$ cat src/rtl/rst_seq_pkg.sv
// Shared definitions for the reset release sequencer.
// Contents:
//   seq_state_e - sequencer state encoding (HOLD, RELEASE, WAIT, RUN), 2 bits
//   idx_width() - width of a domain index for a given domain count
package rst_seq_pkg;

    typedef enum logic [1:0] {
        ST_HOLD    = 2'd0,
        ST_RELEASE = 2'd1,
        ST_WAIT    = 2'd2,
        ST_RUN     = 2'd3
    } seq_state_e;

    // Index width; at least one bit even for a single domain
    function automatic int idx_width(input int n);
        if (n > 1) begin
            return $clog2(n);
        end else begin
            return 1;
        end
    endfunction

endpackage

$ cat src/rtl/rst_seq_timer.sv
// Up-counter shared by the HOLD and WAIT phases of the reset sequencer.
// Ports:
//   clk    - system clock
//   rst    - synchronous active-low reset (counter to 0)
//   clr    - synchronous clear, takes priority over inc
//   inc    - count enable
//   target - terminal count value
//   tc     - high while the count equals target
// The counter saturates at all-ones instead of wrapping.
module rst_seq_timer #(
    parameter int CNT_WIDTH = 8
) (
    input  logic                 clk,
    input  logic                 rst,
    input  logic                 clr,
    input  logic                 inc,
    input  logic [CNT_WIDTH-1:0] target,
    output logic                 tc
);

    logic [CNT_WIDTH-1:0] cnt_q;
    logic [CNT_WIDTH-1:0] cnt_d;

    // Next count: clear, saturating increment, or hold
    always_comb begin
        cnt_d = cnt_q;
        if (clr) begin
            cnt_d = {CNT_WIDTH{1'b0}};
        end else if (inc && (cnt_q != {CNT_WIDTH{1'b1}})) begin
            cnt_d = cnt_q + CNT_WIDTH'(1);
        end else begin
            cnt_d = cnt_q;
        end
    end

    // Count register
    always_ff @(posedge clk) begin
        if (!rst) begin
            cnt_q <= {CNT_WIDTH{1'b0}};
        end else begin
            cnt_q <= cnt_d;
        end
    end

    assign tc = (cnt_q == target);

endmodule

$ cat src/rtl/rst_seq_ctrl.sv
// Reset release sequencer. After the system reset (or a software request)
// all domain resets are held for HOLD_CYCLES cycles, then released one per
// index in order, with DELAY_CFG extra cycles after each enabled domain.
// Ports:
//   CLK        - system clock
//   RST        - synchronous active-low reset
//   SW_RST_REQ - one-cycle pulse: re-run the whole sequence
//   DELAY_CFG  - extra cycles between consecutive releases
//   DOMAIN_EN  - per-domain enable; disabled domains stay in reset
//   DOMAIN_RST - per-domain active-low reset (registered)
//   SEQ_BUSY   - sequence in progress (registered)
//   SEQ_DONE   - one-cycle completion pulse (registered)
module rst_seq_ctrl
    import rst_seq_pkg::*;
#(
    parameter int NUM_DOMAINS = 4,
    parameter int CNT_WIDTH   = 8,
    parameter int HOLD_CYCLES = 4
) (
    input  logic                   CLK,
    input  logic                   RST,
    input  logic                   SW_RST_REQ,
    input  logic [CNT_WIDTH-1:0]   DELAY_CFG,
    input  logic [NUM_DOMAINS-1:0] DOMAIN_EN,
    output logic [NUM_DOMAINS-1:0] DOMAIN_RST,
    output logic                   SEQ_BUSY,
    output logic                   SEQ_DONE
);

    localparam int                   IDX_W    = idx_width(NUM_DOMAINS);
    localparam logic [IDX_W-1:0]     LAST_IDX = IDX_W'(NUM_DOMAINS - 1);
    localparam logic [CNT_WIDTH-1:0] HOLD_TC  = CNT_WIDTH'(HOLD_CYCLES - 1);

    seq_state_e             state_q, state_d;
    logic [IDX_W-1:0]       idx_q, idx_d;
    logic [CNT_WIDTH-1:0]   delay_q, delay_d;
    logic [NUM_DOMAINS-1:0] domain_rst_q, domain_rst_d;
    logic                   busy_q, busy_d;
    logic                   done_q, done_d;

    logic                   tmr_clr;
    logic                   tmr_inc;
    logic [CNT_WIDTH-1:0]   tmr_target;
    logic                   tmr_tc;

    rst_seq_timer #(
        .CNT_WIDTH (CNT_WIDTH)
    ) u_timer (
        .clk    (CLK),
        .rst    (RST),
        .clr    (tmr_clr),
        .inc    (tmr_inc),
        .target (tmr_target),
        .tc     (tmr_tc)
    );

    // Next-state and output logic; a software request overrides everything
    always_comb begin
        state_d      = state_q;
        idx_d        = idx_q;
        delay_d      = delay_q;
        domain_rst_d = domain_rst_q;
        busy_d       = busy_q;
        done_d       = 1'b0;
        tmr_clr      = 1'b0;
        tmr_inc      = 1'b0;
        tmr_target   = HOLD_TC;

        if (SW_RST_REQ) begin
            state_d      = ST_HOLD;
            idx_d        = {IDX_W{1'b0}};
            domain_rst_d = {NUM_DOMAINS{1'b0}};
            busy_d       = 1'b1;
            tmr_clr      = 1'b1;
        end else begin
            case (state_q)
                ST_HOLD: begin
                    tmr_target = HOLD_TC;
                    tmr_inc    = 1'b1;
                    if (tmr_tc) begin
                        state_d = ST_RELEASE;
                        idx_d   = {IDX_W{1'b0}};
                        tmr_clr = 1'b1;
                    end else begin
                        state_d = ST_HOLD;
                    end
                end
                ST_RELEASE: begin
                    if (DOMAIN_EN[idx_q]) begin
                        domain_rst_d[idx_q] = 1'b1;
                    end else begin
                        domain_rst_d[idx_q] = 1'b0;
                    end
                    if (idx_q == LAST_IDX) begin
                        state_d = ST_RUN;
                        busy_d  = 1'b0;
                        done_d  = 1'b1;
                    end else if (!DOMAIN_EN[idx_q] || (DELAY_CFG == {CNT_WIDTH{1'b0}})) begin
                        // Disabled domains and zero gaps cost a single cycle
                        idx_d = idx_q + IDX_W'(1);
                    end else begin
                        // Gap is frozen here so later DELAY_CFG edits do not stretch it
                        delay_d = DELAY_CFG;
                        tmr_clr = 1'b1;
                        state_d = ST_WAIT;
                    end
                end
                ST_WAIT: begin
                    tmr_target = delay_q - CNT_WIDTH'(1);
                    tmr_inc    = 1'b1;
                    if (tmr_tc) begin
                        idx_d   = idx_q + IDX_W'(1);
                        state_d = ST_RELEASE;
                        tmr_clr = 1'b1;
                    end else begin
                        state_d = ST_WAIT;
                    end
                end
                ST_RUN: begin
                    state_d = ST_RUN;
                end
                default: begin
                    state_d      = ST_HOLD;
                    idx_d        = {IDX_W{1'b0}};
                    domain_rst_d = {NUM_DOMAINS{1'b0}};
                    busy_d       = 1'b1;
                    tmr_clr      = 1'b1;
                end
            endcase
        end
    end

    // Sequencer registers; RST returns everything to the start of HOLD
    always_ff @(posedge CLK) begin
        if (!RST) begin
            state_q      <= ST_HOLD;
            idx_q        <= {IDX_W{1'b0}};
            delay_q      <= {CNT_WIDTH{1'b0}};
            domain_rst_q <= {NUM_DOMAINS{1'b0}};
            busy_q       <= 1'b1;
            done_q       <= 1'b0;
        end else begin
            state_q      <= state_d;
            idx_q        <= idx_d;
            delay_q      <= delay_d;
            domain_rst_q <= domain_rst_d;
            busy_q       <= busy_d;
            done_q       <= done_d;
        end
    end

    assign DOMAIN_RST = domain_rst_q;
    assign SEQ_BUSY   = busy_q;
    assign SEQ_DONE   = done_q;

endmodule

$ cat config.mk
export PLATFORM = sky130hd
export DESIGN_NAME = rst_seq_ctrl
export DESIGN_NICKNAME = d
export VERILOG_FILES = /design/src/rtl/rst_seq_pkg.sv /design/src/rtl/rst_seq_timer.sv /design/src/rtl/rst_seq_ctrl.sv
export SDC_FILE = /design/constraint.sdc
export NUM_CORES = 1
export LEC_CHECK = 0
export ABC_AREA = 1
export CAP_MARGIN = 20
export CORE_MARGIN = 10
export CORE_UTILIZATION = 30
export DETAILED_ROUTE_END_ITERATION = 10
export SYNTH_ARGS = -nofsm -noshare
export SYNTH_HDL_FRONTEND = slang
export SYNTH_SLANG_ARGS = --single-unit
$ cat constraint.sdc
create_clock -name CLK -period 1.9 [get_ports CLK]
set_clock_uncertainty 0.2 [all_clocks]
set_input_delay 0.57 -clock CLK [delete_from_list [all_inputs] [get_ports CLK]]
set_output_delay 0.57 -clock CLK [all_outputs]
set_load 0.005 [all_outputs]
==> results.md <==
* Status: complete, but fails checks
* Violated checks: negative setup slack
* Core box area at 5200 sq um
* Max rail drop VDD at 0.216 mV
* Launch instance of the worst min-delay path: SEQ_BUSY$_SDFFE_PP1P_
* Most instantiated flip-flop cell in the synthesis netlist: sky130_fd_sc_hd__dfxtp_1
* Final cell count without fillers at 374
* Routability-driven placement congestion ratio at 0.787
* Layout Nets at 331
* Global-route wire length before repair at 7.21 mm
* DR vias/cell at 4.67
* Cell types with the largest area share after synthesis: sky130_fd_sc_hd__dfxtp_1 32%, sky130_fd_sc_hd__nand2_1 13%, sky130_fd_sc_hd__inv_1 8.9%
* Maximum operating frequency at 493 MHz
* Fraction of synthesized cell area taken by the top area cell type at 0.315
* Antenna Diode Count at 0
* Max Slew Vio Count at 0
* Cell type with the highest aggregate area in the netlist: sky130_fd_sc_hd__dfxtp_1
* End of the worst hold path: SEQ_BUSY$_SDFFE_PP1P_
* Worst setup SP type: input port
* Mean Syn Cell Area at 6.63 sq um
* Skew-Pair Late Insertion Delay at 270 ps
* Row count at 26
* Clock tree from TritonCTS: built
* Total overflow reported by the global router at 0
* Maximum capacitance violations at 0
* Clock net sink count at 26
* Setup slack of the worst register-to-register path at -110 ps
* Filler Cells Inserted at 551
* DP Cell Count at 363
* Post-route setup TNS at -1240 ps
* Area Overhead vs Synth at 46.2%
* Data arrival time at the worst-slack endpoint at 1990 ps
* Depth of the worst register-to-register path at 15
* Number of remaining DRC errors at 0
* Wirelength, routed at 4.21 mm
* Power per cell area at 415 nW/um^2
* Initial Util at 0.317
* Kind of critical path: in -> reg
* Vias in the first global route at around 1700
* Cell at the root of the clock tree: sky130_fd_sc_hd__clkbuf_8
* IO Pins at 21
* Post-synthesis sequential area ratio at 0.315
* Register bit total from synthesis at 26
* Detailed-placement wirelength estimate at ~3.3 mm
* Endpoint kind of the worst setup timing path: flip-flop
* Pin count of the biggest net entering global routing at 15
* Period utilization at 1.07
* Worst rel slew slack at 0.793
* Share of flip-flops with an asynchronous set or reset after synthesis at 0
* Share of cells above drive strength 1 at 0.240
* Routed wirelength normalized by instance count at 11.3 microns
* Final Hold Vio Count at 0
* Minimum clock period at 2030 ps
* Number of buffers created by CTS at 3
* Port Buf Inserts at 20
* Global router's overall resource usage at 0.0972
* Reg-to-reg critical path startpoint: state_q[0]$_SDFFE_PP0P_
* Antenna violations before repair at 0
* Overall via count from detail_route at 1748
* Class of the worst hold path: reg -> reg
* Post-Syn Area at 1650 sq um
* Floorplan die height at 94.2 microns
* Worst setup margin at -126 ps
* Iteration count of the initial detailed-routing pass at 4
* Number of violations reported at the end of detailed-routing iteration 0 at 81
* Hold Path Stages at 2
* Lkg Pwr at 0.00111 uW
* Required time of the critical path at 1870 ps
* Unrepaired setup endpoints after global routing: true
* Final ANT Viol Nets at 0
* Final core utilization at 0.463
* Number of flops mapped to enable cells by yosys at 0
* Actual transition at the worst max-transition pin at 308 ps
* Max clock buf depth at 2
* Setup slack after placement at -633 ps
* Clock slew at the register clock pins of the worst setup and hold paths at 90 ps
* Critical Path Fanout Max at 8
* Number of nets produced by synthesis at 275
* Post-synthesis cell type count at 25
* Die area at 8870 sq um
* Number of setup violations in the final report at 12
* Post-synthesis cell count at 249
* Die W at 94.2 microns
* Yosys warnings at 0
* Level count of the clock H-tree at 1
* Endpoint of the worst register-to-register path: u_timer.cnt_q[4]$_SDFFE_PP0P_
[metal layers]
metal,GRT usage,share of wire,up-vias
met1,0.107,0.44,816
met5,0,0,-
met4,0.0304,0.0059,0
li1,-,-,910
met2,0.182,0.53,19
met3,0.0168,0.022,3
[stage by stage]
step                      hold slack [ps]  cell area, sq um  total power (uW)
after floorplan                       240              1670               592
after global placement                244              2160               646
after detailed placement              246              2160               647
after CTS                             262              2240              1020
after global routing                  302              2410              1050
final                                 260              2410              1000
[critical path, cell delays in order]
cell and delay, ps:
sky130_fd_sc_hd__dlygate4sd2_1 280, sky130_fd_sc_hd__nor2_4 130, sky130_fd_sc_hd__buf_12 130, sky130_fd_sc_hd__nand3_2 50, sky130_fd_sc_hd__nand2_1 60, sky130_fd_sc_hd__nand2_1 50, sky130_fd_sc_hd__nor2_1 100, sky130_fd_sc_hd__nand3_1 110
sky130_fd_sc_hd__nor2_4 130, sky130_fd_sc_hd__nand4_1 90, sky130_fd_sc_hd__nand2_1 80, sky130_fd_sc_hd__nand2_2 60, sky130_fd_sc_hd__nand2_4 100, sky130_fd_sc_hd__nor2_1 50
[cells in the final DEF (no fill, tap or decap), drive strengths merged, types with 2 or more instances in the layout]
cell	n
clkdlybuf4s50	8
nor2	27
buf	31
xor2	7
nor3	2
clkbuf	5
dlymetal6s2s	9
nor4	3
inv	41
nand4	9
o21ai	16
a21oi	17
dlygate4sd2	3
ha	11
nand3	26
dfxtp	26
nand2	60
[worst max-delay path by stage]
stage | from | endpoint | slack, ps | depth (start not counted)
global placement | SW_RST_REQ | u_timer.cnt_q[6]$_SDFFE_PP0P_ | -580 | 13
CTS | state_q[0]$_SDFFE_PP0P_ | u_timer.cnt_q[4]$_SDFFE_PP0P_ | -130 | 15
floorplan | state_q[0]$_SDFFE_PP0P_ | u_timer.cnt_q[6]$_SDFFE_PP0P_ | 20 | 14
global route | delay_q[0]$_SDFFE_PN0P_ | u_timer.cnt_q[5]$_SDFFE_PP0P_ | -290 | 14
detailed placement | SW_RST_REQ | u_timer.cnt_q[4]$_SDFFE_PP0P_ | -630 | 13
finish | SW_RST_REQ | u_timer.cnt_q[4]$_SDFFE_PP0P_ | -130 | 14
[synthesized netlist by cell type (2+ instances only)]
master / n
sky130_fd_sc_hd__nand2_1: 57
sky130_fd_sc_hd__inv_1: 39
sky130_fd_sc_hd__dfxtp_1: 26
sky130_fd_sc_hd__nor2_1: 25
sky130_fd_sc_hd__nand3_1: 23
sky130_fd_sc_hd__a21oi_1: 17
sky130_fd_sc_hd__o21ai_0: 15
sky130_fd_sc_hd__ha_1: 11
sky130_fd_sc_hd__nand4_1: 9
sky130_fd_sc_hd__xor2_1: 7
sky130_fd_sc_hd__inv_2: 2
sky130_fd_sc_hd__nand2_2: 2
sky130_fd_sc_hd__nand3_2: 2
sky130_fd_sc_hd__nor3_1: 2
sky130_fd_sc_hd__nor4_1: 2
[power breakdown]
part | switching (uW) | leakage, uW | internal, uW
sequential | 1.78 | 0.000211 | 546
clock | 172 | 0.0000288 | 185
combinational | 46.5 | 0.000873 | 50.0
total | 221 | 0.00111 | 781
[area by class of cell]
cell class | instances | area, sq um | share of cell area
repair buffers | 52 | 514 | 0.213
inverters | 42 | 160 | 0.0664
flip-flops and latches | 26 | 524 | 0.217
clock buffers | 4 | 55.1 | 0.0228
well taps | 70 | 87.6 | 0.0363
multi-input cells | 180 | 1070 | 0.444
[what timing repair did]
item | in CTS | in global routing
setup buffers | 1 | 4
resized for setup | 9 | 37
cloned | 0 | 2
setup endpoints to repair | 23 | 23
hold buffers | 0 | 0
pin swaps | 2 | 8
[kinds of logic (layout without fill, tap and decap cells)]
| logic type | Yosys count | in the layout | synth area share |
|---|---|---|---|
| AND/OR/NAND/NOR | 126 | 127 | 0.349 |
| buffers and inverters | 44 | 98 | 0.105 |
| AO/OA/AOI/OAI | 35 | 35 | 0.110 |
| flip-flops | 26 | 26 | 0.315 |
| adder cells (fa/ha/maj) | 11 | 11 | 0.0834 |
| XOR/XNOR | 7 | 7 | 0.0372 |
(Power assumes the default switching activity.)
